## src/rtl/mdr_pkg.sv

```systemverilog
// Shared types and constants for the MDR arithmetic cluster.
package mdr_pkg;
  localparam int MDR_SQRT_DW = 16;

  typedef enum logic [1:0] {IDLE, CALC, FIX, DONE} sqrt_state_e;

  // Width of the signed partial remainder and of the add/sub path.
  function automatic int sqrt_w(input int dw);
    return dw / 2 + 2;
  endfunction
endpackage

```

## src/rtl/sqrt_nr_step.sv

```systemverilog
// One non-restoring square-root step (fix_mode=0) or the final remainder correction (fix_mode=1).
// Purely combinational; a single adder/subtractor serves both modes.
module sqrt_nr_step
  import mdr_pkg::*;
#(
  parameter int DW = MDR_SQRT_DW
) (
  input  logic [sqrt_w(DW)-1:0] r,
  input  logic [DW/2-1:0]       q,
  input  logic [1:0]            p,
  input  logic                  fix_mode,
  output logic [sqrt_w(DW)-1:0] r_next,
  output logic [DW/2-1:0]       q_next
);
  localparam int W = sqrt_w(DW);

  logic         r_neg;
  logic         sub;
  logic [W-1:0] a_op;
  logic [W-1:0] b_op;
  logic [W-1:0] sum;

  assign r_neg = r[W-1];

  always_comb begin
    a_op   = '0;
    b_op   = '0;
    sub    = 1'b0;
    r_next = r;
    q_next = q;
    if (fix_mode) begin
      a_op = r;
      b_op = {1'b0, q, 1'b1};
    end else begin
      a_op = {r[W-3:0], p};
      if (r_neg) begin
        b_op = {q, 2'b11};
      end else begin
        b_op = {q, 2'b01};
        sub  = 1'b1;
      end
    end
    sum = sub ? (a_op - b_op) : (a_op + b_op);
    if (fix_mode) begin
      // A negative final remainder is restored; a non-negative one is already exact.
      r_next = r_neg ? sum : r;
    end else begin
      r_next = sum;
      q_next = {q[DW/2-2:0], ~sum[W-1]};
    end
  end
endmodule

```

## src/rtl/sqrt_nr_unit.sv

```systemverilog
// Non-restoring integer square root: start accepted in IDLE/DONE, done pulses DW/2+2 cycles later.
// start is ignored while busy; a negative operand in signed mode finishes next cycle with err.
module sqrt_nr_unit
  import mdr_pkg::*;
#(
  parameter int DW        = MDR_SQRT_DW,
  parameter bit SIGNED_IN = 1'b0
) (
  input  logic          clk,
  input  logic          rst,
  input  logic          start,
  input  logic [DW-1:0] data,
  output logic [DW/2-1:0] result,
  output logic [DW/2:0]   remainder,
  output logic          busy,
  output logic          done,
  output logic          err
);
  localparam int HW = DW / 2;
  localparam int W  = sqrt_w(DW);
  localparam int CW = (HW > 1) ? $clog2(HW) : 1;
  localparam logic [CW-1:0] CNT_TOP = CW'(HW - 1);

  generate
    if ((DW % 2) != 0 || DW < 4) begin : g_bad_dw
      $error("sqrt_nr_unit: DW must be even and at least 4");
    end
  endgenerate

  sqrt_state_e   state_q, state_d;
  logic [DW-1:0] d_q, d_d;
  logic [HW-1:0] q_q, q_d;
  logic [W-1:0]  r_q, r_d;
  logic [CW-1:0] cnt_q, cnt_d;
  logic [HW-1:0] result_q, result_d;
  logic [HW:0]   remainder_q, remainder_d;
  logic          err_q, err_d;

  logic [1:0]    pair;
  logic          fix_mode;
  logic          neg_in;
  logic [W-1:0]  step_r;
  logic [HW-1:0] step_q;

  assign pair     = d_q[{cnt_q, 1'b0} +: 2];
  assign fix_mode = (state_q == FIX);
  assign neg_in   = SIGNED_IN && data[DW-1];

  sqrt_nr_step #(.DW(DW)) u_step (
    .r        (r_q),
    .q        (q_q),
    .p        (pair),
    .fix_mode (fix_mode),
    .r_next   (step_r),
    .q_next   (step_q)
  );

  always_comb begin
    state_d     = state_q;
    d_d         = d_q;
    q_d         = q_q;
    r_d         = r_q;
    cnt_d       = cnt_q;
    result_d    = result_q;
    remainder_d = remainder_q;
    err_d       = err_q;
    case (state_q)
      IDLE, DONE: begin
        state_d = IDLE;
        if (start) begin
          if (neg_in) begin
            state_d     = DONE;
            result_d    = '0;
            remainder_d = '0;
            err_d       = 1'b1;
          end else begin
            state_d = CALC;
            d_d     = data;
            q_d     = '0;
            r_d     = '0;
            cnt_d   = CNT_TOP;
            err_d   = 1'b0;
          end
        end
      end
      CALC: begin
        r_d   = step_r;
        q_d   = step_q;
        cnt_d = cnt_q - CW'(1);
        if (cnt_q == '0) begin
          state_d = FIX;
        end
      end
      FIX: begin
        r_d         = step_r;
        result_d    = q_q;
        remainder_d = step_r[W-2:0];
        state_d     = DONE;
      end
      default: state_d = IDLE;
    endcase
  end

  always_ff @(posedge clk) begin
    if (rst) begin
      state_q     <= IDLE;
      d_q         <= '0;
      q_q         <= '0;
      r_q         <= '0;
      cnt_q       <= '0;
      result_q    <= '0;
      remainder_q <= '0;
      err_q       <= 1'b0;
    end else begin
      state_q     <= state_d;
      d_q         <= d_d;
      q_q         <= q_d;
      r_q         <= r_d;
      cnt_q       <= cnt_d;
      result_q    <= result_d;
      remainder_q <= remainder_d;
      err_q       <= err_d;
    end
  end

  assign result    = result_q;
  assign remainder = remainder_q;
  assign err       = err_q;
  assign busy      = (state_q == CALC) || (state_q == FIX);
  assign done      = (state_q == DONE);
endmodule

```

## config.mk

```make
export PLATFORM = sky130hd
export DESIGN_NAME = sqrt_nr_unit
export DESIGN_NICKNAME = d
export VERILOG_FILES = /design/src/rtl/mdr_pkg.sv /design/src/rtl/sqrt_nr_step.sv /design/src/rtl/sqrt_nr_unit.sv
export SDC_FILE = /design/constraint.sdc
export NUM_CORES = 1
export LEC_CHECK = 0
export ABC_AREA = 1
export CORE_ASPECT_RATIO = 0.9
export CORE_MARGIN = 10
export CORE_UTILIZATION = 40
export CTS_BUF_LIST = sky130_fd_sc_hd__clkbuf_8
export DETAILED_ROUTE_END_ITERATION = 12
export DONT_BUFFER_PORTS = 1
export GPL_ROUTABILITY_DRIVEN = 0
export SYNTH_ARGS = -nofsm -noshare
export SYNTH_HDL_FRONTEND = slang
export SYNTH_SLANG_ARGS = --single-unit
export TNS_END_PERCENT = 1
```

## constraint.sdc

```tcl
create_clock -name clk -period 3.6 [get_ports clk]
set_input_delay 0.54 -clock clk [delete_from_list [all_inputs] [get_ports clk]]
set_output_delay 0.54 -clock clk [all_outputs]
set_load 0.02 [all_outputs]
```

Word-level counts from Yosys, hierarchy flattened

Index checks and enable logic that the tools add are counted.

Add/subtract/negate cells: 3
Multipliers: 0
Divide/modulo/power cells: 0
Magnitude comparators: 0
Equality and inequality tests: 6
Shift operators: 1
Mux-type cells: 18
Bitwise operators: 1
Reduce and logical (&&, ||, !) cells: 9

Operators with widths:

| operator              | count |
|---|---|
| $mux W10              | 6 |
| $pmux W10 S2          | 1 |
| $mux W8               | 2 |
| $pmux W8 S2           | 1 |
| $shiftx A16 B5 Y2     | 1 |
| $add A10 B10 Y10      | 1 |
| $sub A10 B10 Y10      | 1 |
| $ne A2 B2 Y1 const B  | 3 |
| $pmux W2 S3           | 1 |
| $pmux W3 S2           | 1 |
| $eq A2 B2 Y1 const B  | 2 |
| $mux W2               | 2 |
| $reduce_and A2 Y1     | 2 |
| $reduce_or A2 Y1      | 2 |
| $logic_not A3 Y1      | 1 |
| $mux W1               | 3 |
| $mux W3               | 1 |
| $reduce_and A3 Y1     | 1 |
| $sub A3 B1 Y3 const B | 1 |
| $eq A2 B1 Y1 const B  | 1 |
| $logic_not A2 Y1      | 1 |
| $reduce_bool A2 Y1    | 1 |
| $logic_or A1 B1 Y1    | 1 |
| $not A1 Y1            | 1 |

Register bits after elaboration: 56
Latch bits: 0
RAM bits: 0
Memory bits (read-only): 0
Input port bits: 19
Output and inout bits: 20
Memories kept: 0

Longest topological paths before layout

Depth after elaboration: 7
Gate-level depth with buffers: 20
Gate-level depth less buffers: 19

By module

From an unflattened synthesis, not the netlist that was laid out.

Cell total of the unflattened synthesis: 498
Area total of the unflattened synthesis: 3188.1 µm²

Modules (own cells, without submodules):

| module       | instances | cells an instance | area an instance (µm²) |
|---|---|---|---|
| sqrt_nr_unit | 1         | 313               | 2275.9 |
| sqrt_nr_step | 1         | 185               | 912.1 |

Least setup slack after synthesis

OpenSTA, ideal clock, no wires.

Kind: reg2reg
Start: register state_q[0]
End: register r_q[8]
Data arrival time: 2.616 ns
Required time: 3.529 ns
Path slack: 0.913 ns
Stages on the path, launching flop included: 18
Clock period less this slack: 2.687 ns
Cells stage by stage: dfxtp_1 -> inv_1 -> ha_1 -> clkbuf_1 -> inv_1 -> clkbuf_1 -> o21ai_0 -> fa_1 -> nand2_1 -> inv_2 -> nor2_1 -> o21bai_2 -> nand2_1 -> o311ai_0 -> xor2_1 -> nand2_1 -> nand3_1 -> a21oi_1

Word-level cells in the longest chain between the ends: 7
Elaborated cells between the ends (all ways): 16

RTL lines:

| what                                                 | RTL line                               | source |
|---|---|---|
| from (decl)                                          | sqrt_nr_unit.sv:30                     | `sqrt_state_e state_q, state_d;` |
| from (signal assigned)                               | sqrt_nr_unit.sv:115                    | `state_q <= state_d;` |
| $eq A2 B2 Y1                                         | sqrt_nr_unit.sv:46, sqrt_nr_unit.sv:67 |  |
| $mux W10                                             | sqrt_nr_step.sv:31                     | `if (fix_mode) begin` |
| $add A10 B10 Y10 or $sub A10 B10 Y10 (tied branches) | sqrt_nr_step.sv:43                     | `sum = sub ? (a_op - b_op) : (a_op + b_op);` |
| $mux W10                                             | sqrt_nr_step.sv:43                     |  |
| $mux W10                                             | sqrt_nr_step.sv:46                     | `r_next = r_neg ? sum : r;` |
| $mux W10                                             | sqrt_nr_step.sv:44                     | `if (fix_mode) begin` |
| $pmux W10 S2                                         | sqrt_nr_unit.sv:67                     | `case (state_q)` |
| to (signal assigned)                                 | sqrt_nr_unit.sv:118                    | `r_q <= r_d;` |
| to (decl)                                            | sqrt_nr_unit.sv:33                     | `logic [W-1:0] r_q, r_d;` |

Several ways; a longest one is shown, not always the timed one.
A chain may end at the register's enable or synchronous reset.

Worst setup path in the final report

Start: register state_q[0]
End: register q_q[0]

Word-level cells in the longest chain between the ends: 7
Elaborated cells between the ends (all ways): 18

RTL lines:

| what                                                 | RTL line            | source |
|---|---|---|
| $eq A2 B2 Y1                                         | sqrt_nr_unit.sv:46  | `assign fix_mode = (state_q == FIX);` |
| $mux W10                                             | sqrt_nr_step.sv:31  |  |
| $add A10 B10 Y10 or $sub A10 B10 Y10 (tied branches) | sqrt_nr_step.sv:43  |  |
| $mux W10                                             | sqrt_nr_step.sv:43  |  |
| $not A1 Y1                                           | sqrt_nr_step.sv:49  | `q_next = {q[DW/2-2:0], ~sum[W-1]};` |
| $mux W8                                              | sqrt_nr_step.sv:44  |  |
| $pmux W8 S2                                          | sqrt_nr_unit.sv:67  |  |
| to (signal assigned)                                 | sqrt_nr_unit.sv:117 | `q_q <= q_d;` |
| to (decl)                                            | sqrt_nr_unit.sv:32  | `logic [HW-1:0] q_q, q_d;` |

Several ways; a longest one is shown, not always the timed one. The select of a mux whose other input is x is not followed.

==> flow_summary.yaml <==
run_status:
  status: "complete, no violations"
setup_path:
  slowest_delay_ns: 0.40
  regToRegStartpoint: "state_q[0]"
  path_class: "flip-flop to flip-flop"
  critPathLaunchType: "flip-flop"
  path_max_fanout: 13
  ff2ff_setup_slack_ns: 0.67
  crit_buf_inv: 2
  worstRegToRegCells: 13
  path_delay_family: "compound AO/OA/AOI/OAI gates"
  slowest_stage: "dfxtp_1"
  crit_arrival_ns: 3.19
  required_ns: 3.86
  crit_chain: "inv_1 -> ha_1 -> nor2_1 -> inv_1 -> o22ai_1 -> ha_1 -> a21oi_2 -> o21ai_0 -> a211oi_1 -> nand3_1 -> nand2_1 -> nand2_1 -> a21oi_2"
  r2r_end: "q_q[0]"
  critPathCaptureType: "flip-flop"
drt:
  drt-total-wl_um: 7540
  route.vias.total: 2722
  viasPerCell: 5.14
  dr.first_iter.drc_count: 139
  wl_per_cell_um: 14.2
  first_pass_iters: 4
  drc: 0
  final_antenna_net_count: 0
timing:
  finalHoldViolations: 0
  drv_slew: 0
  setup_viol: 0
  fmax_mhz: 341
  fin_crit_ns: 2.93
  max_slew_margin_pct: 37.3
  fin_crit_sh_pct: 81.4
  rsz0062_at_grt: "false"
  clock_skew_ns: 0.0114
  fin_setup_tns_ns: 0
  tightest_slew_ns: 0.937
yosys:
  ys_types: 36
  synth_area_leader_cell: "dfxtp_1"
  synthTopCellsByArea: "dfxtp_1 (36%), nand2_1 (9.9%), o21ai_0 (8.3%)"
  syn_area_um2: 3080
  ys_seq_area_share_pct: 36.4
  ys_seq_elements: 56
  yosys_warnings: 0
  syn_inst: 444
  synth_nets: 478
  avgSynthCellArea_um2: 6.94
  synth_top_cell_area_share_pct: 36.4
die:
  ios: 39
  coreArea_um2: 7510
  start_util_pct: 41.1
  fp.dieW_um: 113
  die_y_um: 103
  num_rows: 30
  die_area_um2: 11600
clock_network:
  cts_made_buffers: 5
  clkTransAtPathRegs_ns: 0.11
  post_cts_buffers: 0
  cts_root_buf: "clkbuf_8"
  cts-resized-gates: 0
  clock-sinks: 56
  clock_path_buffers: 2
  clock_latency_ns: 0.32
  h-tree-depth: 2
  cts_tree: "done"
  ctsHoldBuffers: 0
global_routing:
  antenna_found_initial: 0
  grt_pass1_vias: 2615
  grt_pass1_wl_um: 12600
  track_usage_pct: 13.0
  overflow: 0
  grt_max_degree: 31
place:
  dp.cells: 522
  io_buffers: 0
  place.detailed.hpwl_um: 5750
cells_and_area:
  stdcell_count: 530
  layout_common_cells: "nand2_1 (81), nor2_1 (63), dfxtp_1 (56)"
  layout-drive-gt1-share_pct: 9.22
  nets: 467
  nFillCells: 791
  antennaDiodeCount: 0
  final_common_cell: "nand2_1"
  area_growth_pct: 4.83
power:
  power_density_nw_per_um2: 1000
  ir_worst_vdd_mv: 0.281
  power.leakage_nw: 1.39
  total_power_mw: 3.24
hold_path:
  hold_depth: 1
  hold_class: "input pin to flip-flop"
  min_from: "rst"
  holdPathEnd: "r_q[8]"
flow_run:
  drv_cap: 0
## worst max-delay path by stage
| stage | start | endpoint | depth (start not counted) |
|---|---|---|---|
| 2_1_floorplan | state_q[0] | r_q[8] | 17 |
| 6_report | state_q[0] | q_q[0] | 13 |
| 3_5_place_dp | state_q[0] | q_q[0] | 14 |
| 3_3_place_gp | state_q[0] | q_q[0] | 14 |
| 4_1_cts | state_q[0] | q_q[0] | 13 |
| 5_1_grt | state_q[0] | q_q[0] | 13 |
## layer usage
layer  routed length, um  vias to the layer above  global-route usage (%)  part of all wire, %
met1                3630                     1230                    16.8                   48
li1                    -                     1430                       -                    -
met2                3400                       56                    21.5                   45
met5                   0                        -                       0                    0
met4                  61                        0                    3.22                 0.81
met3                 441                        6                    2.88                  5.9
## where the power goes
part           internal (mW)  total, mW  switching [mW]
logic                  0.649       1.84            1.20
clock network          0.144      0.370           0.226
registers              0.802       1.03           0.225
## cell families (layout without fill, tap and decap cells)
family	count (synthesis)	count (layout)	synth area share [%]
AND/OR/NAND/NOR	176	176	24.6
AO/OA/AOI/OAI	123	123	22.2
buffers and inverters	68	58	8.89
flip-flops	56	56	36.4
adder cells (fa/ha/maj)	15	15	6.33
XOR/XNOR	5	5	1.42
other	1	1	0.122
## metrics by stage
step / setup slack (ns) / instance area, um^2 / utilization [%] / hold WS [ns]
4_1_cts: 0.674 / 3230 / 43.0 / 0.267
3_3_place_gp: 0.713 / 3130 / 41.8 / 0.446
2_1_floorplan: 0.913 / 3080 / - / 0.429
5_1_grt: 0.284 / 3230 / 43.0 / 0.261
6_report: 0.670 / 3230 / 43.0 / 0.275
3_5_place_dp: 0.725 / 3130 / 41.8 / 0.451
## state kept, by name, summed over array words and instances, names as in the netlist
name,cells
cnt_q,3
d_q,16
q_q,8
r_q,10
remainder,9
result,8
state_q,2
## worst register-to-register path, stage by stage, from the launching register on
cell	delay [ns]
dfxtp_1	0.40
inv_1	0.08
ha_1	0.36
nor2_1	0.21
inv_1	0.13
o22ai_1	0.25
ha_1	0.34
a21oi_2	0.24
o21ai_0	0.12
a211oi_1	0.32
nand3_1	0.14
nand2_1	0.09
nand2_1	0.07
a21oi_2	0.13
## cells in the mapped netlist
master and number:
nor3_1 4, a211oi_1 1, o21ai_2 1, o21bai_1 1
buf_4 2, nand3_2 6, nand2_1 81, inv_2 3
o21ai_0 51, fa_1 1, a21oi_2 7, o221ai_1 2
inv_1 42, a311oi_1 1, o21bai_2 1, nand3_1 11
o22ai_1 7, a21oi_1 45, or2_2 1, nand2_4 3
nor2_1 63, xnor2_1 1, nand4_1 2, dfxtp_1 56
nand2_2 4, a21o_1 1, o311ai_0 1, clkbuf_1 17
a31oi_1 1, xor2_1 4, o21ai_1 3, conb_1 1
ha_1 14, buf_2 3, buf_6 1, nor2_2 1
## cell type report
class,count,area [um^2],area share (%)
Tap cell,96,120,3.72
Inverter,45,169,5.23
Clock inverter,3,27.5,0.852
Timing Repair Buffer,5,37.5,1.16
Clock buffer,5,68.8,2.13
Multi-Input combinational cell,320,1690,52.2
Sequential cell,56,1120,34.7
Note: power is estimated with default switching activity, not from simulation.
==> patch, RTL diff (config.mk and constraints unchanged) <==
Take the reset off `d_q` and load it in a clocked block of its own.
--- a/src/rtl/sqrt_nr_unit.sv
+++ b/src/rtl/sqrt_nr_unit.sv
@@ -105,5 +105,4 @@
     if (rst) begin
       state_q     <= IDLE;
-      d_q         <= '0;
       q_q         <= '0;
       r_q         <= '0;
@@ -114,5 +113,4 @@
     end else begin
       state_q     <= state_d;
-      d_q         <= d_d;
       q_q         <= q_d;
       r_q         <= r_d;
@@ -124,4 +122,8 @@
   end
 
+  always_ff @(posedge clk) begin
+    d_q <= d_d;
+  end
+
   assign result    = result_q;
   assign remainder = remainder_q;
Function: no difference found for any inputs over 10 cycles, from zero or initial values and one cycle with rst high; that may be too few to reach the edited logic, so the function may still have changed.
==> patch against the unedited design <==
- final area down 0.66%
- total power up 1.8%
- critical path depth grew 2
- count of clock-buffer cells in the layout is 1 higher
- core utilization decreased by 0.069 points
- die area shrank 1.1%
- sequential cell count did not move
- area after synthesis fell by 1.4%
- wire length is 5.8% lower
- synthesized cell count decreased by 11%
- worst setup slack improved by 0.058 ns
- critical path type unchanged
- largest cell class unchanged
==> patch: results (changes against the unedited design) <==
The flow ran to the end, and the final reports show no timing, DRC or antenna violations. The vias after detailed routing came out at 2,510 (-7.8%). The met2 demand-to-capacity share in global routing was 0.196 (-0.0193).

The maximum number of pins on one net before global-route repair was 28 (-9.7%). The total placed cells including tap cells is 480 (-8.0%). The layout cell share with drive strength beyond 1 was 0.102 (+0.00987). The transition time at the pin with the least slew margin came out at 0.665 ns (-0.272 ns). The xor and xnor area share after synthesis is 0.0144 (+0.000199). The wire length on met1 came out at 3440 um (-5.2%).

The met3 routed wirelength is 496 um (+12%). The detailed route wirelength on metal2 is 3050 um (-10%). The met3 track demand over resource came out at 0.0494 (+0.0206). The standby leakage power is 1.36 nW (-2.6%). The sequential fraction of the synthesis area was 0.422 (+0.0578). The number of enable-type register cells in the synthesized netlist is 16 (+16). The maximum vdd drop came out at 0.000372 V (+32%). For hold timing, the worst endpoint is r_q[7].

The number of global-route vias before repair came out at 2,427 (-7.2%). The data arrival at the endpoint of the critical path is 3.12 ns (-0.07 ns). The reg-to-reg endpoint is r_q[6]. The commonest cells after synthesis are 83 x nand2_1, 41 x inv_1, 40 x a21oi_1, 40 x dfxtp_1, 40 x nor2_1. The average wire per cell in the routed design came out at 14.6 um (+2.3%). The stage delay of the slowest cell on the critical path is 0.45 ns (+0.05 ns). The average cell area after synthesis is 7.66 sq um (+10%). The clock group total power is 0.000383 W (+4%). For this design, the slowest cell found on the critical path is fa_1.

The global-route track usage on met1 came out at 0.156 (-0.0118). The area fraction in compound gates after synthesis came out at 0.190 (-0.0319). The reg-to-reg setup timing slack came out at 0.73 ns (+0.06 ns).

The post-synthesis adder-cell area fraction came to 0.0642 (+0.000887). The largest clock skew in the final design came out at 0.0120 ns (+0.000646 ns). Yosys attributes the largest share of cell area to dfxtp_1 26%, edfxtp_1 16%, nand2_1 10%. The non-filler instance count after layout is 488 (-7.9%). The biggest fanout along the worst timing path is 12 (-1).
patch: cell families after synthesis:
kind of cell	Yosys count
buffers and inverters	63
xor gates and xnor gates	5
and+or+nand+nor	154
DFF	56
other	1
AOI/OAI and AO/OA	103
adders and majority gates	15
patch: layout make-up:
type | count | area, sq um
fillers | 744 | 4260
multi-input cells | 278 | 1500
flip-flops and latches | 56 | 1280
inverters | 45 | 169
well taps | 96 | 120
clock buffers | 6 | 82.6
repair buffers | 5 | 37.5
clock inverters | 2 | 17.5
patch: metrics by stage:
step                       util  setup slack, ns  instance area (sq um)  total power (W)  hold slack [ns]
after floorplan               -            0.966                   3040          0.00253            0.445
after global placement    0.416            0.852                   3110          0.00290            0.447
after detailed placement  0.416            0.758                   3110          0.00293            0.452
after CTS                 0.430            0.741                   3210          0.00332            0.262
after global routing      0.430            0.357                   3210          0.00364            0.247
final                     0.430            0.728                   3210          0.00330            0.269
